--- src/rtl/match_sequencer.sv ---
// Tic-tac-toe match scheduler: grants board write access to player/CPU in turn,
// scores each finished game, holds the result, and runs games until a side hits WIN_TARGET.
module match_sequencer #(
  parameter int TURN_TIMEOUT = 32,
  parameter int HOLD_CYCLES  = 8,
  parameter int WIN_TARGET   = 3
) (
  input  logic       clk,
  input  logic       rst,
  input  logic       start_i,
  input  logic       player_done_i,
  input  logic       cpu_done_i,
  input  logic       player_win_i,
  input  logic       cpu_win_i,
  input  logic       is_full_i,
  output logic       player_en_o,
  output logic       cpu_en_o,
  output logic       clr_o,
  output logic       first_mover_o,
  output logic [3:0] player_score_o,
  output logic [3:0] cpu_score_o,
  output logic [3:0] draws_o,
  output logic [3:0] timeouts_o,
  output logic       match_over_o,
  output logic [2:0] st_o
);

  typedef enum logic [2:0] {
    S_IDLE      = 3'd0,
    S_CLEAR     = 3'd1,
    S_PLAYER    = 3'd2,
    S_CPU       = 3'd3,
    S_CHECK     = 3'd4,
    S_HOLD      = 3'd5,
    S_MATCH_END = 3'd6
  } state_t;

  localparam int TW = (TURN_TIMEOUT > 2) ? $clog2(TURN_TIMEOUT) : 1;
  localparam int HW = (HOLD_CYCLES > 2) ? $clog2(HOLD_CYCLES) : 1;
  localparam logic [TW-1:0] TIMER_LAST = TW'(TURN_TIMEOUT - 1);
  localparam logic [HW-1:0] HOLD_LAST  = HW'(HOLD_CYCLES - 1);
  localparam logic [3:0]    TARGET     = 4'(WIN_TARGET);

  function automatic logic [3:0] sat_inc(input logic [3:0] v);
    return (v == 4'hF) ? v : v + 4'd1;
  endfunction

  state_t        state_q, state_d;
  logic [TW-1:0] timer_q, timer_d;
  logic [HW-1:0] hold_q, hold_d;
  logic [3:0]    pscore_q, pscore_d, cscore_q, cscore_d;
  logic [3:0]    draws_q, draws_d, tout_q, tout_d;
  logic          first_q, first_d;
  logic          last_cpu_q, last_cpu_d;
  logic          player_en_q, cpu_en_q, clr_q, match_over_q;

  always_comb begin
    state_d    = state_q;
    timer_d    = '0;
    hold_d     = '0;
    pscore_d   = pscore_q;
    cscore_d   = cscore_q;
    draws_d    = draws_q;
    tout_d     = tout_q;
    first_d    = first_q;
    last_cpu_d = last_cpu_q;
    case (state_q)
      S_IDLE, S_MATCH_END: begin
        if (start_i) begin
          pscore_d = 4'd0;
          cscore_d = 4'd0;
          draws_d  = 4'd0;
          tout_d   = 4'd0;
          first_d  = 1'b0;
          state_d  = S_CLEAR;
        end
      end
      S_CLEAR: state_d = first_q ? S_CPU : S_PLAYER;
      S_PLAYER: begin
        // A move on the final timer cycle takes precedence over the forfeit.
        if (player_done_i) begin
          last_cpu_d = 1'b0;
          state_d    = S_CHECK;
        end else if (timer_q == TIMER_LAST) begin
          tout_d  = sat_inc(tout_q);
          state_d = S_CPU;
        end else begin
          timer_d = timer_q + 1'b1;
        end
      end
      S_CPU: begin
        if (cpu_done_i) begin
          last_cpu_d = 1'b1;
          state_d    = S_CHECK;
        end
      end
      S_CHECK: begin
        if (player_win_i) begin
          pscore_d = sat_inc(pscore_q);
          state_d  = S_HOLD;
        end else if (cpu_win_i) begin
          cscore_d = sat_inc(cscore_q);
          state_d  = S_HOLD;
        end else if (is_full_i) begin
          draws_d = sat_inc(draws_q);
          state_d = S_HOLD;
        end else begin
          state_d = last_cpu_q ? S_PLAYER : S_CPU;
        end
      end
      S_HOLD: begin
        if (hold_q == HOLD_LAST) begin
          if ((pscore_q == TARGET) || (cscore_q == TARGET)) begin
            state_d = S_MATCH_END;
          end else begin
            first_d = ~first_q;
            state_d = S_CLEAR;
          end
        end else begin
          hold_d = hold_q + 1'b1;
        end
      end
      default: state_d = S_IDLE;
    endcase
  end

  // Outputs are decoded from the next state so they are registered yet track st_o.
  always_ff @(posedge clk or posedge rst) begin
    if (rst) begin
      state_q      <= S_IDLE;
      timer_q      <= '0;
      hold_q       <= '0;
      pscore_q     <= 4'd0;
      cscore_q     <= 4'd0;
      draws_q      <= 4'd0;
      tout_q       <= 4'd0;
      first_q      <= 1'b0;
      last_cpu_q   <= 1'b0;
      player_en_q  <= 1'b0;
      cpu_en_q     <= 1'b0;
      clr_q        <= 1'b0;
      match_over_q <= 1'b0;
    end else begin
      state_q      <= state_d;
      timer_q      <= timer_d;
      hold_q       <= hold_d;
      pscore_q     <= pscore_d;
      cscore_q     <= cscore_d;
      draws_q      <= draws_d;
      tout_q       <= tout_d;
      first_q      <= first_d;
      last_cpu_q   <= last_cpu_d;
      player_en_q  <= (state_d == S_PLAYER);
      cpu_en_q     <= (state_d == S_CPU);
      clr_q        <= (state_d == S_CLEAR);
      match_over_q <= (state_d == S_MATCH_END);
    end
  end

  assign player_en_o    = player_en_q;
  assign cpu_en_o       = cpu_en_q;
  assign clr_o          = clr_q;
  assign match_over_o   = match_over_q;
  assign first_mover_o  = first_q;
  assign player_score_o = pscore_q;
  assign cpu_score_o    = cscore_q;
  assign draws_o        = draws_q;
  assign timeouts_o     = tout_q;
  assign st_o           = state_q;

endmodule

--- config.mk ---
export PLATFORM = sky130hd
export DESIGN_NAME = match_sequencer
export DESIGN_NICKNAME = d
export VERILOG_FILES = /design/src/rtl/match_sequencer.sv
export SDC_FILE = /design/constraint.sdc
export NUM_CORES = 1
export LEC_CHECK = 0
export ABC_AREA = 1
export ABC_CLOCK_PERIOD_IN_PS = 1350
export BUFFER_PORTS_ARGS = -buffer_cell sky130_fd_sc_hd__buf_4
export CAP_MARGIN = 20
export CORE_MARGIN = 1
export CORE_UTILIZATION = 40
export DETAILED_ROUTE_END_ITERATION = 8
export PLACE_DENSITY = 0.64
export SLEW_MARGIN = 20
export SYNTH_ARGS = -nofsm -noshare
export SYNTH_HDL_FRONTEND = slang
export SYNTH_SLANG_ARGS = --single-unit
--- constraint.sdc ---
create_clock -name clk -period 1.35 [get_ports clk]
set_input_delay 0.0675 -clock clk [delete_from_list [all_inputs] [get_ports clk]]
set_output_delay 0.0675 -clock clk [all_outputs]
set_load 0.05 [all_outputs]
==> results of run 1 <==
cells in the mapped netlist, drive strengths merged:
library cell,instances
nand3,21
dfrtp,33
inv,29
o21ai,8
xor2,4
nor3,4
buf,1
o21a,1
nor3b,1
ha,8
xnor2,1
nand2,68
or2,4
o211ai,2
nand4,4
a21oi,6
nor2,34
nand3b,1
flip-flops by register name, summed over array words and instances, names as in the netlist:
name	flops
timer_q	5
cpu_score_o	4
draws_o	4
player_score_o	4
timeouts_o	4
hold_q	3
st_o	3
clr_o	1
cpu_en_o	1
first_mover_o	1
last_cpu_q	1
match_over_o	1
player_en_o	1
final cells by class:
cell class | count | area, um^2 | share of cell area
inverter | 29 | 118.9 | 0.04435
clock inverter | 1 | 30.03 | 0.01120
multi-input combinational | 167 | 1042 | 0.3889
timing repair buffer | 63 | 491.7 | 0.1835
tap | 52 | 65.06 | 0.02428
sequential | 33 | 845.8 | 0.3156
clock buffer | 7 | 86.33 | 0.03221
logic make-up after synthesis:
family | synth area share
and+or+nand+nor | 0.3418
DFF | 0.4521
buffers and inverters | 0.06233
AOI/OAI and AO/OA | 0.06507
adders and majority gates | 0.05480
xor gates and xnor gates | 0.02397
routing by layer:
metal  vias to the layer above  share of wire
met5                         -              0
met3                         6          0.032
met2                        27           0.46
met4                         0          0.016
met1                       800           0.49
li1                        866              -
final timing paths:
kind                                    start                end  slack, ns  cells after the start
worst max-delay path               timer_q[0]       match_over_o      -0.18                     11
worst min-delay path            player_done_i         timer_q[1]       0.07                      4
worst max register to register     timer_q[0]       match_over_o      -0.18                     11
worst min register to register      hold_q[0]          hold_q[0]       0.44                      1
max in group asynchronous                 rst  player_score_o[3]       0.74                      4
min in group asynchronous                 rst         timer_q[3]       0.36                      4
tightest hold or removal path, delay by kind of cell:
kind                   cells  cell delay, ns
and+or+nand+nor            2            0.09
buffers and inverters      2            0.16
cells in the final DEF (no fill, tap or decap), drive strengths merged:
cell	Yosys	final
o211ai	2	2
nand2	68	68
dlygate4sd3	0	1
or2	4	4
ha	8	8
dfrtp	33	33
clkbuf	0	7
nand3b	1	1
o21a	1	1
xnor2	1	1
xor2	4	4
nand4	4	4
inv	29	29
nor2	34	34
a21oi	6	6
buf	1	62
nor3b	1	1
o21ai	8	8
nand3	21	21
nor3	4	4
bufinv	0	1
per-stage QoR:
stage,hold WS (ns),setup WS [ns],area [um^2],total power (W),std cells
5_1_grt,0.07683,-0.2996,2680,0.005474,352
2_1_floorplan,0.1955,-0.09764,1934,0.003141,230
4_1_cts,0.05424,-0.1447,2556,0.004974,346
3_5_place_dp,0.1104,-0.1476,2392,0.003932,334
3_3_place_gp,0.1134,-0.1077,2392,0.003924,334
6_report,0.06839,-0.1803,2680,0.005140,352
power by group:
group	total (W)	internal (W)	switching, W
clock network	0.000953	0.000601	0.000352
registers	0.00141	0.00119	0.000210
logic	0.00278	0.00102	0.00176
timing repair:
action	in CTS	in global routing
pin swaps	3	10
setup buffers	3	6
hold buffers	1	0
gates resized for setup	3	16
hold endpoints to repair	33	0
endpoints found under the setup margin	16	28
==> qor.csv, run 1 <==
metric;value;unit
die_h;69.58;um
synth-seq-cells;33;
crit_path_cell_trace;ha_2, nand2_2, nor2_2, ha_2, inv_2, nand2_1, nand2_1, nand3_2, nor2_2, nand2_1, nor2_1;
grt_util_met3;0.04651;
crit_top_cell;nand2_1;
max_slew_margin;0.8114;
cts_buffers;5;
avgSynthCellArea;7.942;um^2
period_share;1.134;
die-area;0.004841;mm^2
clock-root-buffer;clkbuf_8;
slowest_stage;dfrtp_1;
critPathLaunchType;register;
cts_tree;built;
finClkSkew;0.006714;ns
antenna_cells;0;
num-nets-final;315;
cpPeakStageDelay;0.39;ns
setup_viol;19;
ys_top_cells_by_area;dfrtp_1, nand2_1, nor2_1;
place_congestion;0.7804;
grt_pass1_vias;1592;
crit_type;reg2reg;
utilization;0.6113;
cts_htree_levels;2;
path_delay_family;simple AND/OR/NAND/NOR gates;
grt-ovfl-total;0;
io_pins;32;
synth_cells;230;
die_x;69.58;um
period_needed;1.530;ns
antenna_found_initial;0;
initial_core_util;0.4167;
synth_top_area_share;0.4521;
syn_area;0.001827;mm^2
crit_fanout;2;
vias;1699;
insertion_delay;0.29;ns
areaGrowthSynthToFinish;46.71;%
final_hold_viol_count;0;
report.final.slew_viol_count;0;
worst_slack;-0.1803;ns
cp_num_buf_inv;1;
track_usage;0.1874;
totalWireLength;4209;um
grt_pass1_wl;7182;um
wl_per_cell;11.96;um
rsz0062_at_grt;yes;
syn_nets;246;
tightestPinTransition;0.2817;ns
use_met1;0.2576;
grt_util_met2;0.2869;
cts_buffer_depth;2;
fillCellCount;383;
synth_largest_area_cell;dfrtp_1;
violations;setup timing;
io_buffer_count;31;
viasPerCell;4.827;
fmax;0.6534;GHz
run_status;finished with violations;
rows;24;
place_hpwl;3064;um
synth_warnings;0;
yosys.cell_types.count;29;
maxCapViolCount;0;
setup_tns;-1.425;ns
yosysSeqAreaShare;0.4521;
peakVddDrop;0.001304;V
cts.sinks;33;
hold_class;in2reg;
leakage;1.337;nW
grt_max_degree;19;
power_density;1918;mW/mm^2
clkTransAtPathRegs;0.07;ns
crit_required;1.56;ns
ant_nets;0;
core;0.004384;mm^2
drive_gt1_frac;0.4300;
route.detailed.drc;0;
critPathArrivalTime;1.74;ns
drt-initial-drc-count;63;
busiest_layer;met2;
setup.worst_path.end_class;register;
dr.pass1.iters;4;
Note: power is estimated with default switching activity, not from simulation.
==> run 2: changes to the inputs <==
- ABC_CLOCK_PERIOD_IN_PS: 1350 -> 1800
- PLACE_DENSITY: 0.64 -> 0.61
- clock period: 1.35 -> 1.8 ns (I/O delays scaled with it)
==> run 2 against run 1 <==
  * The run now ends clean
  * Clock skew down 0.0012 ns
  * Count of clock-buffer cells in the layout unchanged
  * Worst setup slack better by 0.38 ns
  * Largest cell class unchanged
  * Wire length down 13%
  * Critical endpoint unchanged
  * Largest power group unchanged
  * Critical path type unchanged
  * First-iteration DRC count down 9.5%
  * Global-route usage down 1.1 points
  * Final cell count down 8.2%
  * Fmax down 4.1%
==> qor.csv, run 2 (synthesis gave the netlist of run 1 again) <==
metric;value;unit
die-area;0.004841;mm^2
clkTransAtPathRegs;0.07;ns
antenna_cells;0;
critPathLaunchType;register;
cts_buffer_depth;2;
tightestPinTransition;0.4145;ns
grt_pass1_wl;6658;um
critPathArrivalTime;1.82;ns
vias;1554;
worstHoldStart;player_done_i;
route.detailed.drc;0;
fillCellCount;444;
total_power;0.003330;W
ff_latch_area;825.8;um^2
crit_type;reg2reg;
setup_viol;0;
fmax;0.6265;GHz
ant_nets;0;
insertion_delay;0.29;ns
multiInputGateArea;887.1;um^2
io_pins;32;
track_usage;0.1768;
period_share;0.8868;
drive_gt1_frac;0.2288;
period_needed;1.596;ns
cts.sinks;33;
power_density;1473;mW/mm^2
final_hold_viol_count;0;
initial_core_util;0.4167;
regMostFlops;timer_q;
cts_resized;0;
io_buffer_count;31;
setup.worst_path.end_class;register;
finClkSkew;0.005483;ns
crit_required;2.02;ns
utilization;0.5157;
areaGrowthSynthToFinish;23.77;%
final_common_cell;nand2_1;
cts_htree_levels;2;
largest_reg_flops;5;
cts_tree;built;
run_status;finished, final reports clean;
peakVddDrop;0.001145;V
r2r_end;match_over_o;
rsz0062_at_grt;no;
r2r_slack;0.20;ns
grt-ovfl-total;0;
hold-path-endpoint;timer_q[4];
clock-root-buffer;clkbuf_8;
report.final.slew_viol_count;0;
place_hpwl;2738;um
rows;24;
core;0.004384;mm^2
hold_class;in2reg;
wl_per_cell;11.28;um
post_cts.repair.setup_buffers;0;
totalWireLength;3643;um
cts_buffers;5;
dr.pass1.iters;4;
antenna_found_initial;0;
drt-initial-drc-count;57;
grt_max_degree;34;
r2r-start;timer_q[0];
crit_fanout;3;
holdWs;0.06413;ns
hold_buffers;1;
max_slew_margin;0.7237;
whs_path_depth;4;
setup_tns;0;ns
die_x;69.58;um
reg2reg_depth;11;
maxCapViolCount;0;
leakage;1.199;nW
place_congestion;0.7957;
die_h;69.58;um
final_cell_mix;nand2_1, dfrtp_1, buf_4, nor2_1, inv_1;
num-nets-final;286;
grt_pass1_vias;1496;
viasPerCell;4.811;
==> run 2: changes by cell type in the layout (fill, tap and decap cells not counted), sizes merged <==
cell	delta
buf	-29
==> run 2: worst max-delay path, stage by stage (launching register included) <==
cell and delay (ns):
dfrtp_1 0.39, ha_1 0.21, nand2_1 0.08, nor2_1 0.05, ha_1 0.19, inv_1 0.08, nand2_1 0.05, nand2_1 0.07
nand3_1 0.09, nor2_1 0.15, nand2_1 0.08, nor2_1 0.09
==> run 2: through the flow <==
stage          setup WS (ns)  std cells  area, um^2
2_1_floorplan         0.1010        230        1827
3_3_place_gp          0.2564        314        2135
3_5_place_dp          0.2103        314        2135
4_1_cts               0.1894        323        2261
5_1_grt              0.02922        323        2261
6_report              0.2038        323        2261
==> run 2: worst max-delay path by stage <==
stage,start,to,slack (ns),cells past startpoint
after floorplan,st_o[2],draws_o[1],0.10,9
after global placement,timer_q[0],match_over_o,0.26,11
after detailed placement,timer_q[0],match_over_o,0.21,11
after CTS,timer_q[0],player_en_o,0.19,11
after global routing,timer_q[0],match_over_o,0.03,11
final,timer_q[0],match_over_o,0.20,11
==> run 2: cell type report <==
cell class,instances,share of cell area
clock inverter,1,0.01328
tap,52,0.02878
inverter,29,0.04815
sequential,33,0.3652
multi-input combinational,167,0.3924
clock buffer,7,0.03818
timing repair buffer,34,0.1140
==> run 2: report_power, final <==
group / internal (W) / total, W / switching (W)
sequential: 0.000878 / 0.00103 / 0.000154
clock: 0.000451 / 0.000718 / 0.000267
combinational: 0.000466 / 0.00158 / 0.00111
total: 0.00179 / 0.00333 / 0.00154
==> run 2: layer usage <==
| layer | global-route usage | wire length [um] | share of wire |
|---|---|---|---|
| met1 | 0.2328 | 1757 | 0.48 |
| met2 | 0.2665 | 1646 | 0.45 |
| met3 | 0.05814 | 170 | 0.047 |
| met4 | 0.07483 | 68 | 0.019 |
| met5 | 0 | 0 | 0 |
